$ cat src/rtl/sram_arb_pkg.sv
// Shared encodings for the two-port SRAM arbiter: FSM states, port indices
// and the default ready timeout.
package sram_arb_pkg;

  typedef enum logic [2:0] {
    ST_IDLE      = 3'd0,
    ST_ISSUE     = 3'd1,
    ST_WAIT_BUSY = 3'd2,
    ST_WAIT_DONE = 3'd3,
    ST_ACK       = 3'd4
  } state_e;

  localparam logic PORT_A = 1'b0;
  localparam logic PORT_B = 1'b1;

  localparam int TIMEOUT_DEFAULT = 15;

endpackage

$ cat src/rtl/rr_arb2.sv
// Combinational two-request round-robin picker; on a tie the port that was
// not granted last wins.
module rr_arb2
  import sram_arb_pkg::*;
(
  input  logic [1:0] req,
  input  logic       last,
  output logic       gnt_valid,
  output logic       gnt_idx
);

  assign gnt_valid = |req;

  always_comb begin
    gnt_idx = PORT_A;
    if (&req) begin
      gnt_idx = ~last;
    end else if (req[1]) begin
      gnt_idx = PORT_B;
    end
  end

endmodule

$ cat src/rtl/sram_arbiter.sv
// Shares one SRAM controller between ports A and B: grants round-robin, issues
// a one-cycle strobe, follows ctl_ready busy->idle and acknowledges the winner.
module sram_arbiter
  import sram_arb_pkg::*;
#(
  parameter int TIMEOUT = TIMEOUT_DEFAULT,
  parameter int TO_W    = 4
) (
  input  logic       clock,
  input  logic       reset,
  input  logic       a_req,
  input  logic       a_we,
  input  logic [7:0] a_addr,
  input  logic [3:0] a_wdata,
  output logic       a_ack,
  output logic [3:0] a_rdata,
  input  logic       b_req,
  input  logic       b_we,
  input  logic [7:0] b_addr,
  input  logic [3:0] b_wdata,
  output logic       b_ack,
  output logic [3:0] b_rdata,
  output logic       err,
  output logic       busy,
  output logic       ctl_write,
  output logic       ctl_read,
  output logic [7:0] ctl_address,
  output logic [3:0] ctl_data_write,
  input  logic [3:0] ctl_data_read,
  input  logic       ctl_ready
);

  state_e          state_q, state_d;
  logic            win_q, win_d;
  logic            last_q, last_d;
  logic            op_we_q, op_we_d;
  logic            err_q, err_d;
  logic [TO_W-1:0] cnt_q, cnt_d;
  logic [7:0]      addr_q, addr_d;
  logic [3:0]      wdata_q, wdata_d;
  logic [3:0]      a_rdata_q, a_rdata_d;
  logic [3:0]      b_rdata_q, b_rdata_d;
  logic            gnt_valid, gnt_idx;
  logic            timed_out;

  rr_arb2 u_rr (
    .req       ({b_req, a_req}),
    .last      (last_q),
    .gnt_valid (gnt_valid),
    .gnt_idx   (gnt_idx)
  );

  // The counter saturates at the last wait cycle so a late WAIT_BUSY exit cannot wrap it.
  assign timed_out = (cnt_q >= TO_W'(TIMEOUT - 1));

  always_ff @(posedge clock) begin
    if (reset) begin
      state_q   <= ST_IDLE;
      win_q     <= PORT_A;
      last_q    <= PORT_B;
      op_we_q   <= 1'b0;
      err_q     <= 1'b0;
      cnt_q     <= '0;
      addr_q    <= '0;
      wdata_q   <= '0;
      a_rdata_q <= '0;
      b_rdata_q <= '0;
    end else begin
      state_q   <= state_d;
      win_q     <= win_d;
      last_q    <= last_d;
      op_we_q   <= op_we_d;
      err_q     <= err_d;
      cnt_q     <= cnt_d;
      addr_q    <= addr_d;
      wdata_q   <= wdata_d;
      a_rdata_q <= a_rdata_d;
      b_rdata_q <= b_rdata_d;
    end
  end

  always_comb begin
    state_d   = state_q;
    win_d     = win_q;
    last_d    = last_q;
    op_we_d   = op_we_q;
    err_d     = err_q;
    cnt_d     = cnt_q;
    addr_d    = addr_q;
    wdata_d   = wdata_q;
    a_rdata_d = a_rdata_q;
    b_rdata_d = b_rdata_q;
    a_ack     = 1'b0;
    b_ack     = 1'b0;
    err       = 1'b0;
    ctl_write = 1'b0;
    ctl_read  = 1'b0;

    case (state_q)
      ST_IDLE: begin
        if (ctl_ready && gnt_valid) begin
          win_d   = gnt_idx;
          last_d  = gnt_idx;
          op_we_d = (gnt_idx == PORT_B) ? b_we    : a_we;
          addr_d  = (gnt_idx == PORT_B) ? b_addr  : a_addr;
          wdata_d = (gnt_idx == PORT_B) ? b_wdata : a_wdata;
          err_d   = 1'b0;
          state_d = ST_ISSUE;
        end
      end
      ST_ISSUE: begin
        ctl_write = op_we_q;
        ctl_read  = ~op_we_q;
        cnt_d     = '0;
        state_d   = ST_WAIT_BUSY;
      end
      ST_WAIT_BUSY: begin
        cnt_d = timed_out ? cnt_q : cnt_q + TO_W'(1);
        if (!ctl_ready) begin
          state_d = ST_WAIT_DONE;
        end else if (timed_out) begin
          err_d   = 1'b1;
          state_d = ST_ACK;
        end
      end
      ST_WAIT_DONE: begin
        cnt_d = timed_out ? cnt_q : cnt_q + TO_W'(1);
        if (ctl_ready) begin
          if (!op_we_q) begin
            if (win_q == PORT_B) b_rdata_d = ctl_data_read;
            else                 a_rdata_d = ctl_data_read;
          end
          state_d = ST_ACK;
        end else if (timed_out) begin
          err_d   = 1'b1;
          state_d = ST_ACK;
        end
      end
      ST_ACK: begin
        a_ack   = (win_q == PORT_A);
        b_ack   = (win_q == PORT_B);
        err     = err_q;
        err_d   = 1'b0;
        state_d = ST_IDLE;
      end
      default: state_d = ST_IDLE;
    endcase
  end

  assign busy           = (state_q != ST_IDLE);
  assign ctl_address    = addr_q;
  assign ctl_data_write = wdata_q;
  assign a_rdata        = a_rdata_q;
  assign b_rdata        = b_rdata_q;

endmodule
$ cat config.mk
export PLATFORM = sky130hd
export DESIGN_NAME = sram_arbiter
export DESIGN_NICKNAME = d
export VERILOG_FILES = /design/src/rtl/sram_arb_pkg.sv /design/src/rtl/rr_arb2.sv /design/src/rtl/sram_arbiter.sv
export SDC_FILE = /design/constraint.sdc
export NUM_CORES = 1
export LEC_CHECK = 0
export CAP_MARGIN = 0
export CORE_MARGIN = 4
export CORE_UTILIZATION = 39
export CTS_BUF_LIST = sky130_fd_sc_hd__clkbuf_16
export DETAILED_ROUTE_END_ITERATION = 10
export PLACE_DENSITY = 0.88
export RECOVER_POWER = 100
export SYNTH_ARGS = -nofsm -noshare
export SYNTH_HDL_FRONTEND = slang
export SYNTH_SLANG_ARGS = --single-unit
$ cat constraint.sdc
create_clock -name clock -period 1.4 [get_ports clock]
set_input_delay 0.14 -clock clock [delete_from_list [all_inputs] [get_ports clock]]
set_output_delay 0.14 -clock clock [all_outputs]
set_load 0.01 [all_outputs]
Word level (Yosys, flattened, before mapping)
Index checks and enable logic that the tools add are counted.

Muxes and demuxes: 22. Bitwise operators: 3. Reductions and logical operators: 13. Equal/unequal tests: 8. $lt $le $gt $ge: 1. Add/subtract/negate cells: 1.

Operators with widths (count): 1-bit two-way mux (12); 3-bit two-way mux (4); 3-bit one-hot mux with 4 select lines (1); 4-bit AND reduction (3); 4-bit two-way mux (2); 8-bit two-way mux (1); 2-bit inequality test, second input constant (4); 4-bit one-hot mux with 2 select lines (1); 3-bit by 2-bit == test with 1-bit output, second input constant (2); 2-bit AND reduction (3); 4-bit by 1-bit adder with 4-bit output, second input constant (1); 4-bit >= comparator, second input constant (1); 1-bit one-hot mux with 4 select lines (1); 4-bit nonzero test (1); 2-bit OR reduction (2); 3-bit by 1-bit == test with 1-bit output, second input constant (1); 3-bit == test, second input constant (1); 3-bit logical NOT (1); 1-bit inverter (3); 3-bit nonzero test (1); 2-bit nonzero test (1); 1-bit logical AND (1).

Output and inout bits: 26. Bits in registers: 31. Word-level logic and storage cells: 58. Input bits: 35.

Longest topological paths before layout
Gate-level depths: netlist of run 1.

Depth after elaboration: 4. Depth in mapped cells: 6. Mapped depth without buffers: 5.

Cells and area by module
Synthesis of run 1 repeated with hierarchy kept, for this count alone.

Cells, all modules: 163. Area total of the unflattened synthesis: 1514.0 um2.

By module, submodules not included: sram_arbiter (instances 1, cells an instance 161, sequential area each 620.6 um2, area each 1500.2 um2); rr_arb2 (instances 1, cells an instance 2, sequential area each 0.0 um2, area each 13.8 um2).

Worst setup path after synthesis of run 1
OpenSTA, ideal clock, no wires.

Kind: reg2reg. From: register state_q[2]. To: register addr_q[5], in the netlist ctl_address[5]. Clock period less this slack: 1.509 ns. Library setup time: 0.134 ns. Required time: 1.266 ns. Path buffers: 2. Cell stages (with the launch flop): 6. Setup slack: -0.109 ns. Data arrival time: 1.375 ns. Cell sequence: dfxtp_1 > buf_6 > or4b_4 > nor2_1 > buf_4 > a211oi_1.

Word-level cells in the longest chain between the ends: 2.

Ends and longest elaborated chain: start, declared (RTL line sram_arbiter.sv:33) `state_e state_q, state_d;`; start signal, assigned (RTL line sram_arbiter.sv:69) `state_q <= state_d;`; 3-bit logical NOT (RTL line sram_arbiter.sv:99) `case (state_q)`; 2-bit AND reduction (no source line); end signal, assigned (RTL line sram_arbiter.sv:75) `addr_q <= addr_d;`; end, declared (RTL line sram_arbiter.sv:39) `logic [7:0] addr_q, addr_d;`.

No other way between the ends. A chain may end at the register's enable or synchronous reset.

Worst setup path after layout of run 1
From: register state_q[2]. To: register win_q.

Word-level cells in the longest chain between the ends: 2.

Ends and longest elaborated chain: 3-bit logical NOT (RTL line sram_arbiter.sv:99); 2-bit AND reduction (no source line); end signal, assigned (RTL line sram_arbiter.sv:70) `win_q <= win_d;`; end, declared (RTL line sram_arbiter.sv:34) `logic win_q, win_d;`.

No other way between the ends.

==> flow_summary_export.csv, run 1 <==
group,metric,value,unit
setup_path,cp.required,1.61,ns
run_status,status,"finished, violations left",
setup_path,critPathMaxFanout,4,
clock_tree,cts_buffer_depth,2,
setup_path,r2r-end,"win_q$_SDFFE_PP0P_",
logic_synthesis,yosys.area.top_type,"dfxtp_1",
logic_synthesis,synth_xor_xnor_area_share,0.00576,
run_status,violations,"setup timing",
floorplan,design.core.area,3720,um2
power,p_switching,701,uW
global_routing,antenna_found_initial,0,
sta,fmax,656,MHz
floorplan,dieArea,4960,um2
logic_synthesis,ys.flop_type,"dfxtp_1",
logic_synthesis,yosysMostFrequentCell,"dfxtp_1",
sta,tns,-1.38,ns
cells_and_area,finalNetCount,288,
sta,period_share,1.09,
floorplan,dieWidth,70.5,um
setup_path,slowest_stage,"or4b_4",
floorplan,start_util,0.409,
cells_and_area,fin_util,0.714,
floorplan,io_pins,61,
setup_path,slowest_delay,0.55,ns
sta,worst_slew_pin_slew,0.320,ns
detailed_routing,drtIter0Drc,82,
logic_synthesis,yosysWarnings,0,
power,powerDensity,1020,nW/um2
detailed_routing,final_antenna_net_count,0,
setup_path,worstPathArrival,1.73,ns
clock_tree,insertion_delay,0.27,ns
floorplan,rows,22,
power,clkPwrFrac,0.361,
clock_tree,clk_pin_slew,0.05,ns
logic_synthesis,synth_cell_types,35,
cells_and_area,syn2layout_area_growth,74.4,%
detailed_routing,routedWlPerCell,14.8,um
logic_synthesis,ys_seq_elements,31,
sta,slew-limit-headroom,0.785,
logic_synthesis,synth_top_family_by_area,"compound AO/OA/AOI/OAI gates",
logic_synthesis,synth.top_cell.area_share,0.408,
detailed_routing,drc,0,
logic_synthesis,syn-cell-area,1520,um2
detailed_routing,firstDrtPassIters,4,
cells_and_area,n_fill_cell,297,
global_routing,grt_pass1_vias,1522,
logic_synthesis,synthMuxAreaShare,0.138,
worst_hold_path,min_to,"a_rdata[1]$_SDFFE_PP0P_",
logic_synthesis,async_reset_ff_frac,0,
worst_hold_path,hp-start,"ctl_data_read[1]",
placed_design,place_congestion,0.900,
logic_synthesis,synth_area_leaders,"dfxtp_1 41%, mux2i_1 14%, a211oi_1 7.9%",
detailed_routing,totalWireLength,4.43,mm
setup_path,r2r_cells,4,
logic_synthesis,yosys-top-cells-count,"31 x dfxtp_1, 21 x mux2i_1, 17 x a21oi_1",
flow_run,maxCapViolations,0,
setup_path,cp-startpoint,"state_q[2]$_SDFFE_PP0N_",
logic_synthesis,synth_fp_nets,200,
setup_path,start_kind,"register",
sta,fin_crit,1.53,ns
sta,skew,0.00450,ns
logic_synthesis,postSynthCellCount,163,
logic_synthesis,synthAdderAreaFrac,0.0164,
logic_synthesis,synth_compound_area_frac,0.200,
setup_path,ff2ff_setup_slack,-0.13,ns
sta,rsz0062_at_grt,"yes",
power,vdd_ir_drop_max,0.725,mV
floorplan,fp.dieH,70.5,um
clock_tree,hold_buffers,0,
worst_hold_path,hold_path.class,"input pin to register",
sta,hold_violations,0,
detailed_routing,vias_per_cell,5.22,
logic_synthesis,synthSimpleGateAreaFrac,0.175,
power,p_comb_frac,0.276,
detailed_routing,via_count,1565,
sta,setup_ws,-0.126,ns
worst_hold_path,holdPathStages,3,
placed_design,portBuffers,60,
global_routing,grt_pass1_wl,6.63,mm
clock_tree,cts_sinks,31,
cells_and_area,drive_gt1_frac,0.290,
setup_path,r2r-start,"state_q[2]$_SDFFE_PP0N_",
cells_and_area,n_antenna_cell,0,
power,leakagePower,0.00112,uW
clock_tree,cts_tree,"done",
logic_synthesis,synth_edf_count,0,
sta,drv_slew,0,
power,p_int,2020,uW
logic_synthesis,yosysSeqAreaShare,0.408,
global_routing,gr-total-overflow,0,
setup_path,crit_type,"register to register",
setup_path,endpoint_kind,"register",
logic_synthesis,syn_avg_cell_area,9.33,um2
clock_tree,cts.htree.levels,2,
clock_tree,cts_buffers,5,
clock_tree,cts_root_buffer,"clkbuf_16",
global_routing,grt_start_max_net_pins,35,
global_routing,grt_use_total,0.169,
power,power_switching_share,0.258,
placed_design,hpwl,2.84,mm
power,p_seq_frac,0.362,
setup_path,cp_cell_sequence,"buf_6, or4b_4, or3_4, a21oi_2",
sta,setup_viol,18,
[cell usage in the layout, fill, tap and decap left out, drive strengths merged, types with 2 or more instances in the layout]
| cell | instances |
|---|---|
| clkdlybuf4s50 | 50 |
| o211ai | 2 |
| o21ai | 5 |
| a21oi | 17 |
| mux2i | 21 |
| nor2 | 5 |
| nand3b | 2 |
| ha | 2 |
| buf | 36 |
| dfxtp | 31 |
| clkbuf | 9 |
| and3 | 3 |
| nand2 | 4 |
| a211oi | 16 |
| inv | 7 |
| nor3 | 3 |
| nor2b | 2 |
| nand2b | 13 |
| or3 | 4 |
| dlygate4sd3 | 4 |
[repair_timing]
item,CTS,global route
endpoints found under the setup margin,25,33
resized for setup,32,32
gates cloned,0,1
pin swaps,5,13
setup buffers,2,9
hold endpoints to repair,0,0
[worst max path at each step]
stage	cells past startpoint	end	slack, ns
detailed placement	4	win_q$_SDFFE_PP0P_	-0.26
global route	5	last_q$_SDFFE_PP1P_	-0.16
finish	4	win_q$_SDFFE_PP0P_	-0.13
global placement	4	win_q$_SDFFE_PP0P_	-0.23
floorplan	4	win_q$_SDFFE_PP0P_	-0.02
CTS	4	win_q$_SDFFE_PP0P_	-0.15
[power groups by stage]
stage                     sequential (uW)  clock [uW]  combinational (uW)
after global placement                993           0                 621
after detailed placement              996           0                 631
after global routing                  992        1040                 806
after floorplan                      1020           0                 269
after CTS                             981         998                 648
final                                 985         982                 751
[cell families (layout without fill, tap and decap cells)]
family | count (synthesis) | in the layout
flip-flops | 31 | 31
buffers and inverters | 18 | 107
AND/OR/NAND/NOR | 43 | 43
multiplexers | 21 | 21
adder cells (fa/ha/maj) | 2 | 2
XOR/XNOR | 1 | 1
AO/OA/AOI/OAI | 47 | 47
[layout make-up]
class / instances / area [um2] / area share
flip-flops and latches: 31 / 626 / 0.236
multi-input cells: 114 / 915 / 0.345
clock buffers: 5 / 125 / 0.0471
clock inverters: 3 / 12.5 / 0.00471
well taps: 48 / 60.1 / 0.0226
repair buffers: 94 / 897 / 0.338
inverters: 5 / 18.8 / 0.00707
[critical path, delay by kind of cell (launching register included)]
kind | cells | cell delay, ns
AOI/OAI and AO/OA | 1 | 0.12
buffers and inverters | 1 | 0.12
DFF | 1 | 0.32
and+or+nand+nor | 2 | 0.91
[state kept, by name (all words and copies together) (netlist names), 3 cells and up]
name and flops:
a_rdata 4, ctl_address 8, ctl_data_write 4, state_q 3
cnt_q 4, b_rdata 4
[routing by layer]
metal  part of all wire  vias to the layer above  track usage
li1                   -                      772            -
met1               0.39                      725        0.172
met2               0.51                       58        0.297
met3              0.073                       10       0.0719
met4              0.020                        0       0.0723
met5                  0                        -            0
[through the flow]
stage	worst slack, ns	cell area [um2]	hold WS, ns	cells	total power, uW
after global placement	-0.225	2320	0.443	280	1610
final	-0.126	2650	0.461	300	2720
after CTS	-0.148	2510	0.460	290	2630
after global routing	-0.162	2650	0.465	300	2840
after floorplan	-0.0245	1540	0.316	163	1290
after detailed placement	-0.257	2320	0.460	280	1630
No activity file was read; power rests on OpenSTA's default activity.
==> run 2: changes to the inputs <==
CORE_MARGIN = 10   (was 4)
==> run 2 against run 1 <==
Against the previous run: the flow still finishes with violations (setup timing); critical endpoint unchanged; via count fell by 5.8%; global-route usage down 3.2 points; non-clock buffer count shrank 10; flip-flop and latch count unchanged; largest cell class unchanged; worst hold slack better by 0.0066 ns; final area decreased by 4.5%; sequential share of layout area grew 1.1 points; fmax shrank 0.93%; routed wire length grew 0.20%; critical path depth unchanged; clock-buffer cell count is the same; worst setup slack lost 0.014 ns.
==> flow_summary_export.csv, run 2 (synthesis results as in run 1) <==
group,metric,value,unit
run_status,status,"finished, violations left",
run_status,violations,"setup timing",
clock_tree,cts_tree,"done",
worst_hold_path,min_to,"a_rdata[0]$_SDFFE_PP0P_",
floorplan,io_pins,61,
sta,worst_slew_pin_slew,0.308,ns
detailed_routing,vias_per_cell,5.09,
sta,slew-limit-headroom,0.794,
setup_path,ff2ff_setup_slack,-0.14,ns
global_routing,antenna_found_initial,0,
cells_and_area,syn2layout_area_growth,66.5,%
cells_and_area,drive_gt1_frac,0.219,
clock_tree,cts_buffer_depth,2,
flow_run,maxCapViolations,0,
cells_and_area,fin_util,0.682,
floorplan,design.core.area,3720,um2
power,vdd_ir_drop_max,0.782,mV
cells_and_area,finalNetCount,278,
placed_design,dp.cells,280,
setup_path,crit_type,"register to register",
placed_design,hpwl,3.27,mm
setup_path,critPathMaxFanout,3,
cells_and_area,largest_reg_flops,8,
setup_path,cp.required,1.61,ns
cells_and_area,regArea,626,um2
clock_tree,cts_root_buffer,"clkbuf_16",
detailed_routing,drtIter0Drc,58,
cells_and_area,final_cell_mix,"50 x clkdlybuf4s50_1, 27 x dfxtp_1, 21 x mux2i_1, 16 x a211oi_1, 15 x a21oi_1",
setup_path,r2r_cells,4,
clock_tree,cts.htree.levels,2,
power,fin_total_pwr,2840,uW
cells_and_area,layout_commonest_cell,"clkdlybuf4s50_1",
global_routing,gr-total-overflow,0,
worst_hold_path,hp-start,"ctl_data_read[0]",
power,leakagePower,0.00106,uW
cells_and_area,n_fill_cell,292,
worst_hold_path,hold_path.class,"input pin to register",
sta,drv_slew,0,
detailed_routing,totalWireLength,4.44,mm
sta,hold_violations,0,
sta,period_share,1.10,
setup_path,start_kind,"register",
setup_path,r2r-start,"state_q[1]$_SDFFE_PP0N_",
setup_path,worstPathArrival,1.75,ns
detailed_routing,routedWlPerCell,15.3,um
setup_path,endpoint_kind,"register",
floorplan,dieWidth,82.5,um
sta,setup_ws,-0.140,ns
detailed_routing,final_antenna_net_count,0,
sta,fin_crit,1.54,ns
detailed_routing,drc,0,
clock_tree,cts_buffers,5,
sta,fmax,649,MHz
clock_tree,cts_sinks,31,
placed_design,portBuffers,60,
sta,skew,0.00208,ns
clock_tree,clk_pin_slew,0.05,ns
worst_hold_path,holdPathStages,3,
cells_and_area,n_antenna_cell,0,
cells_and_area,multiInputGateArea,855,um2
setup_path,r2r-end,"win_q$_SDFFE_PP0P_",
sta,rsz0062_at_grt,"yes",
global_routing,grt_pass1_wl,7.18,mm
floorplan,start_util,0.409,
cells_and_area,fin_cells,290,
placed_design,place_congestion,0.822,
global_routing,grt_pass1_vias,1540,
detailed_routing,via_count,1475,
clock_tree,insertion_delay,0.27,ns
global_routing,grt_start_max_net_pins,35,
floorplan,rows,22,
sta,whs,0.468,ns
global_routing,grt_use_total,0.137,
floorplan,fp.dieH,82.5,um
power,powerDensity,1120,nW/um2
sta,setup_viol,19,
detailed_routing,firstDrtPassIters,4,
floorplan,dieArea,6800,um2
-- run 2: cell types whose count changed in the layout (fill, tap and decap cells not counted), sizes merged --
| cell | change |
|---|---|
| clkbuf | -2 |
| dlygate4sd2 | +1 |
| inv | -2 |
| bufinv | +1 |
| clkinv | +1 |
| buf | -11 |
| clkdlybuf4s15 | +2 |
-- run 2: worst max path at each step --
stage | slack [ns] | to | from | depth (start not counted)
6_report | -0.14 | win_q$_SDFFE_PP0P_ | state_q[1]$_SDFFE_PP0N_ | 4
5_1_grt | -0.17 | win_q$_SDFFE_PP0P_ | state_q[1]$_SDFFE_PP0N_ | 4
4_1_cts | -0.13 | win_q$_SDFFE_PP0P_ | state_q[1]$_SDFFE_PP0N_ | 4
3_5_place_dp | -0.25 | win_q$_SDFFE_PP0P_ | ctl_ready | 4
3_3_place_gp | -0.22 | win_q$_SDFFE_PP0P_ | ctl_ready | 4
2_1_floorplan | -0.02 | win_q$_SDFFE_PP0P_ | state_q[2]$_SDFFE_PP0N_ | 4
-- run 2: layout make-up --
type                       count  share of cell area
clock buffer                   5              0.0494
multi-input combinational    114               0.337
timing repair buffer          84               0.320
inverter                       5             0.00741
sequential                    31               0.247
tap                           48              0.0237
clock inverter                 3              0.0153
-- run 2: what timing repair did --
action	4_1_cts	5_1_grt
gates resized for setup	31	11
pin swaps	1	3
buffers inserted	1	1
hold buffers	0	0
endpoints found under the setup margin	22	30
-- run 2: worst max-delay path: stages (launching register included) --
cell	delay, ns
dfxtp_2	0.33
buf_6	0.12
or4b_4	0.54
or3_4	0.36
a21oi_2	0.13
-- run 2: layer usage --
metal | vias up | track usage | share of wire | wire, um
met5 | - | 0 | 0 | 0
met4 | 0 | 0.0408 | 0.011 | 49
met3 | 6 | 0.0788 | 0.10 | 450
met2 | 43 | 0.221 | 0.49 | 2170
met1 | 676 | 0.150 | 0.40 | 1770
li1 | 750 | - | - | -
-- run 2: through the flow --
| step | worst slack (ns) | TNS, ns | instance area, um2 |
|---|---|---|---|
| finish | -0.140 | -1.71 | 2530 |
| global route | -0.170 | -2.74 | 2530 |
| CTS | -0.130 | -1.51 | 2510 |
| detailed placement | -0.251 | -4.45 | 2320 |
| global placement | -0.218 | -4.00 | 2320 |
| floorplan | -0.0245 | -0.0413 | 1540 |
-- run 2: power by group --
part / switching [uW] / leakage (uW) / internal [uW]
Clock: 369 / 0.0000812 / 828
Combinational: 282 / 0.000721 / 377
Sequential: 34.4 / 0.000255 / 947
Total: 685 / 0.00106 / 2150
